**config.mk**
```make
export PLATFORM = sky130hd
export DESIGN_NAME = count_sequencer
export DESIGN_NICKNAME = d
export VERILOG_FILES = /design/src/rtl/count_sequencer.sv
export SDC_FILE = /design/constraint.sdc
export NUM_CORES = 1
export LEC_CHECK = 0
export ABC_CLOCK_PERIOD_IN_PS = 2550
export CAP_MARGIN = 10
export CORE_MARGIN = 4
export CORE_UTILIZATION = 49
export DETAILED_ROUTE_END_ITERATION = 10
export MAX_ROUTING_LAYER = met4
export PLACE_DENSITY = 0.77
export SLEW_MARGIN = 10
export SYNTH_ARGS = -nofsm -noshare
export SYNTH_HDL_FRONTEND = slang
export SYNTH_SLANG_ARGS = --single-unit
```
**constraint.sdc**
```tcl
create_clock -name clk -period 2.55 [get_ports clk]
set_input_delay 0.255 -clock clk [delete_from_list [all_inputs] [get_ports clk]]
set_output_delay 0.255 -clock clk [all_outputs]
set_load 0.05 [all_outputs]
```
**src/rtl/count_sequencer.sv**
```systemverilog
// Run controller for a WIDTH-bit up counter: start/stop/pause FSM with programmable terminal value and round count.
// Latency: first increment one cycle after the start edge; a run of limit L and R rounds lasts R*(L+1) cycles to done.
// Backpressure: pause (level) freezes the counter in HOLD; stop aborts to IDLE from RUN or HOLD.
//
// Ports:
//   clk        rising-edge clock
//   reset      asynchronous, active-low reset (0 = reset)
//   start      start request, sampled in IDLE only
//   stop       abort the run (RUN/HOLD), returns to IDLE with count and round_cnt cleared
//   pause      level, freezes the counter while high
//   limit      terminal count value, latched at the start edge
//   rounds     number of wraps before done, latched at start, 0 behaves as 1
//   count      current counter value
//   round_cnt  wraps completed in the current run
//   busy       high in RUN and HOLD
//   wrap       one-cycle pulse when count returns to 0 from the terminal value
//   done       one-cycle pulse when the final round completes
module count_sequencer #(
    parameter int WIDTH    = 3,
    parameter int ROUNDS_W = 4
) (
    input  logic                clk,
    input  logic                reset,
    input  logic                start,
    input  logic                stop,
    input  logic                pause,
    input  logic [WIDTH-1:0]    limit,
    input  logic [ROUNDS_W-1:0] rounds,
    output logic [WIDTH-1:0]    count,
    output logic [ROUNDS_W-1:0] round_cnt,
    output logic                busy,
    output logic                wrap,
    output logic                done
);

    typedef enum logic [1:0] {
        IDLE = 2'd0,
        RUN  = 2'd1,
        HOLD = 2'd2,
        DONE = 2'd3
    } state_t;

    state_t              state;
    logic [WIDTH-1:0]    limit_q;
    logic [ROUNDS_W-1:0] rounds_q;

    // Value round_cnt takes if the current RUN cycle is a wrap cycle.
    logic [ROUNDS_W-1:0] round_nxt;
    assign round_nxt = round_cnt + ROUNDS_W'(1);

    // Every output is a register; busy is assigned together with the state
    // it describes so it always equals (state==RUN || state==HOLD).
    always_ff @(posedge clk or negedge reset) begin
        if (!reset) begin
            state     <= IDLE;
            limit_q   <= '0;
            rounds_q  <= '0;
            count     <= '0;
            round_cnt <= '0;
            busy      <= 1'b0;
            wrap      <= 1'b0;
            done      <= 1'b0;
        end else begin
            // Pulses default low; only the wrap/done branches raise them.
            wrap <= 1'b0;
            done <= 1'b0;

            unique case (state)
                IDLE: begin
                    count     <= '0;
                    round_cnt <= '0;
                    // start outranks a simultaneous stop here; a stop still
                    // held next cycle is acted on from RUN.
                    if (start) begin
                        limit_q  <= limit;
                        rounds_q <= (rounds == '0) ? ROUNDS_W'(1) : rounds;
                        state    <= RUN;
                        busy     <= 1'b1;
                    end
                end

                RUN: begin
                    if (stop) begin
                        state     <= IDLE;
                        busy      <= 1'b0;
                        count     <= '0;
                        round_cnt <= '0;
                    end else if (pause) begin
                        // A pause on the terminal cycle defers the wrap
                        // until after resume.
                        state <= HOLD;
                    end else if (count == limit_q) begin
                        count     <= '0;
                        wrap      <= 1'b1;
                        round_cnt <= round_nxt;
                        if (round_nxt == rounds_q) begin
                            state <= DONE;
                            busy  <= 1'b0;
                            done  <= 1'b1;
                        end
                    end else begin
                        // Natural modulo-2^WIDTH increment; limit_q of all
                        // ones is caught by the compare above first.
                        count <= count + WIDTH'(1);
                    end
                end

                HOLD: begin
                    if (stop) begin
                        state     <= IDLE;
                        busy      <= 1'b0;
                        count     <= '0;
                        round_cnt <= '0;
                    end else if (!pause) begin
                        // Re-entering RUN costs one cycle; counting resumes
                        // on the edge after this one.
                        state <= RUN;
                    end
                end

                DONE: begin
                    // Single-cycle state; round_cnt keeps its final value
                    // for this cycle and clears as IDLE is entered.
                    state     <= IDLE;
                    count     <= '0;
                    round_cnt <= '0;
                end

                default: begin
                    state <= IDLE;
                    busy  <= 1'b0;
                end
            endcase
        end
    end

endmodule
```
==> impl_metrics.xml <==
<?xml version="1.0" encoding="UTF-8"?>
<metrics>
  <group name="floorplan">
    <metric name="die_y" unit="um">54.0</metric>
    <metric name="die-area" unit="mm^2">0.00292</metric>
    <metric name="start_util" unit="">0.523</metric>
    <metric name="core-area" unit="mm^2">0.00198</metric>
    <metric name="floorplan.io_pins" unit="">22</metric>
    <metric name="rows" unit="">16</metric>
    <metric name="die_x" unit="um">54.0</metric>
  </group>
  <group name="logic_synthesis">
    <metric name="synth-seq-area-share" unit="">0.458</metric>
    <metric name="synthesis.nets" unit="">114</metric>
    <metric name="synthesized_area_per_cell" unit="um^2">10.9</metric>
    <metric name="synth.top_cells.by_area" unit="">sky130_fd_sc_hd__dfrtp_1 (46%), sky130_fd_sc_hd__ha_1 (8.4%), sky130_fd_sc_hd__mux2_2 (7.6%)</metric>
    <metric name="yosys_warnings" unit="">0</metric>
    <metric name="synth.largest_area_cell" unit="">sky130_fd_sc_hd__dfrtp_1</metric>
    <metric name="synth_seq_cells" unit="">19</metric>
    <metric name="synth.distinct_cells" unit="">27</metric>
    <metric name="synth_top_area_share" unit="">0.458</metric>
    <metric name="syn-cell-area" unit="mm^2">0.00104</metric>
    <metric name="synthesis.instances" unit="">95</metric>
  </group>
  <group name="cts">
    <metric name="cts_tree" unit="">built</metric>
    <metric name="cts-resized-gates" unit="">0</metric>
    <metric name="clk-insertion-delay-late" unit="ns">0.29</metric>
    <metric name="postCtsHoldBufs" unit="">0</metric>
    <metric name="max-clock-path-buffers" unit="">2</metric>
    <metric name="cts_sinks" unit="">19</metric>
    <metric name="clkTransAtPathRegs" unit="ns">0.11</metric>
    <metric name="cts_inserted_buffers" unit="">3</metric>
    <metric name="cts_htree_levels" unit="">1</metric>
    <metric name="clk_root_buffer_cell" unit="">sky130_fd_sc_hd__clkbuf_4</metric>
    <metric name="cts_setup_buffers" unit="">0</metric>
  </group>
  <group name="status">
    <metric name="run_status" unit="">finished clean</metric>
  </group>
  <group name="power">
    <metric name="p_leak" unit="nW">0.573</metric>
    <metric name="vdd.ir_drop.worst" unit="uV">667</metric>
    <metric name="power-per-cell-area" unit="mW/mm^2">997</metric>
  </group>
  <group name="detailed_routing">
    <metric name="routed_via_density" unit="">5.39</metric>
    <metric name="detail_route.first_pass.iterations" unit="">4</metric>
    <metric name="routed_wire_length_per_instance" unit="um">14.4</metric>
    <metric name="drcViolationCount" unit="">0</metric>
    <metric name="postRouteAntennaNets" unit="">0</metric>
    <metric name="total_vias_in_the_final_route" unit="">787</metric>
    <metric name="wl" unit="um">2110</metric>
    <metric name="drt_iter0_markers" unit="">28</metric>
  </group>
  <group name="timing">
    <metric name="worstMarginPinSlew" unit="ns">0.859</metric>
    <metric name="count_of_final_max_slew_check_failures" unit="">0</metric>
    <metric name="worst_slew_margin_rel" unit="">0.426</metric>
    <metric name="fin_crit_sh" unit="">0.789</metric>
    <metric name="fin_setup_tns" unit="ns">0</metric>
    <metric name="rsz0062_at_grt" unit="">no</metric>
    <metric name="final-hold-violation-count" unit="">0</metric>
    <metric name="maxClockFrequency" unit="MHz">497</metric>
    <metric name="min_period" unit="ns">2.01</metric>
    <metric name="setup_viol" unit="">0</metric>
    <metric name="clock_skew" unit="ns">0.00101</metric>
  </group>
  <group name="placement">
    <metric name="port_buffers" unit="">21</metric>
    <metric name="dpl.hpwl" unit="um">1670</metric>
    <metric name="place.detailed.instances" unit="">142</metric>
    <metric name="place_congestion" unit="">0.764</metric>
  </group>
  <group name="cells_and_area">
    <metric name="nFillCells" unit="">156</metric>
    <metric name="commonest_cells_after_routing_fill_and_taps_aside" unit="">sky130_fd_sc_hd__clkdlybuf4s50_1 (21), sky130_fd_sc_hd__dfrtp_1 (19), sky130_fd_sc_hd__nand2_1 (9)</metric>
    <metric name="fin_cells" unit="">146</metric>
    <metric name="syn_to_final_growth" unit="%">25.6</metric>
    <metric name="antenna-diode-count" unit="">0</metric>
    <metric name="layout.nets" unit="">139</metric>
    <metric name="layout.cells.most_common" unit="">sky130_fd_sc_hd__clkdlybuf4s50_1</metric>
    <metric name="fraction_of_final_layout_cells_with_drive_strength_greater_than_1" unit="">0.134</metric>
    <metric name="final_core_util" unit="">0.657</metric>
  </group>
  <group name="critical_path">
    <metric name="endpoint_arrival_time_on_the_critical_path" unit="ns">2.24</metric>
    <metric name="critical_path.slowest_cell" unit="">sky130_fd_sc_hd__dfrtp_1</metric>
    <metric name="critical_path_class" unit="">register to register</metric>
    <metric name="crit_end_element" unit="">register</metric>
    <metric name="reg2reg_slack" unit="ns">0.54</metric>
    <metric name="critical-path-max-stage-delay" unit="ns">0.45</metric>
    <metric name="worstPathCellList" unit="">ha_1, xnor3_1, nand3_1, or2_4, a2111oi_4, mux2i_1</metric>
    <metric name="worst_r2r_path_depth" unit="">6</metric>
    <metric name="crit_required" unit="ns">2.78</metric>
    <metric name="cp_max_fo" unit="">6</metric>
    <metric name="type_of_origin_of_the_critical_path" unit="">register</metric>
    <metric name="timing.rr.end" unit="">busy</metric>
    <metric name="startpoint_of_the_worst_register_to_register_path" unit="">round_cnt[0]</metric>
  </group>
  <group name="global_routing">
    <metric name="largest_net_degree_at_the_start_of_global_routing" unit="">20</metric>
    <metric name="overflow" unit="">0</metric>
    <metric name="grt_use_total" unit="">0.177</metric>
    <metric name="grt_pass1_wl" unit="um">3580</metric>
    <metric name="first_global_vias" unit="">807</metric>
    <metric name="antenna_violations_before_repair" unit="">0</metric>
  </group>
  <group name="run">
    <metric name="max_cap_violations" unit="">0</metric>
  </group>
  <group name="min_path">
    <metric name="worst_hold_path_type" unit="">input port to asynchronous set/reset pin</metric>
  </group>
</metrics>
## per-stage QoR
step / hold WS, ns / instance area (um^2) / setup WS (ns) / power (mW)
after floorplan: -0.0406 / 1040 / 0.331 / 0.966
after global placement: 0.493 / 1280 / 0.449 / 1.12
after detailed placement: 0.518 / 1280 / 0.396 / 1.15
after CTS: 0.470 / 1300 / 0.523 / 1.31
after global routing: 0.504 / 1300 / 0.400 / 1.39
final: 0.438 / 1300 / 0.539 / 1.30
## power breakdown
group          internal (mW)  switching (mW)
Sequential             0.400          0.0802
Clock                 0.0609          0.0917
Combinational          0.297           0.368
Total                  0.758           0.540
## critical path: cells and delay by family (launching register included)
family | cells | cell delay (ns)
flip-flops | 1 | 0.45
XOR/XNOR | 1 | 0.37
AND/OR/NAND/NOR | 2 | 0.35
AO/OA/AOI/OAI | 1 | 0.30
adder cells (fa/ha/maj) | 1 | 0.26
multiplexers | 1 | 0.22
## synth_stat cells, drive strengths merged
master	number
nand3	4
a2111oi	1
o21ai	7
dfrtp	19
nor3	4
ha	7
mux2	7
nand2b	1
or2	2
inv	3
a21o	1
a31o	1
nor2	5
xor2	3
o31ai	2
nand2	9
buf	1
xnor3	1
mux2i	1
nand4	1
and2	1
nor4	1
nor2b	2
xnor2	5
a21oi	4
and2b	2
## layer usage
layer / vias to the layer above / GRT usage / wire length [um]
li1: 381 / - / -
met1: 382 / 0.200 / 893
met2: 20 / 0.310 / 1110
met3: 4 / 0.0332 / 79
met4: 0 / 0.0622 / 26
met5: - / - / 0
## state kept, by name, indices dropped and copies added (netlist names)
name,count
busy,1
done,1
wrap,1
state,2
limit_q,3
count,3
rounds_q,4
round_cnt,4
## worst max path at each step
stage	cells after the start	from	slack, ns	endpoint
floorplan	6	round_cnt[0]	0.33	state[1]
global placement	6	stop	0.45	busy
detailed placement	6	stop	0.40	busy
CTS	6	round_cnt[0]	0.52	busy
global route	7	state[1]	0.40	busy
finish	6	round_cnt[0]	0.54	busy
## layout make-up
cell class | instances | area [um^2] | share of cell area
clock buffer | 4 | 26.3 | 0.0202
inverter | 3 | 11.3 | 0.00865
multi-input combinational | 72 | 546 | 0.419
sequential | 19 | 475 | 0.365
tap | 27 | 33.8 | 0.0259
timing repair buffer | 21 | 210 | 0.161
## kinds of logic after synthesis
logic type | after synthesis | share of synthesized area
buffers and inverters | 4 | 0.0157
flip-flops | 19 | 0.458
multiplexers | 8 | 0.0856
adder cells (fa/ha/maj) | 7 | 0.0844
XOR/XNOR | 9 | 0.0893
AO/OA/AOI/OAI | 16 | 0.110
AND/OR/NAND/NOR | 32 | 0.157
Power figures use the tool's default switching activity.
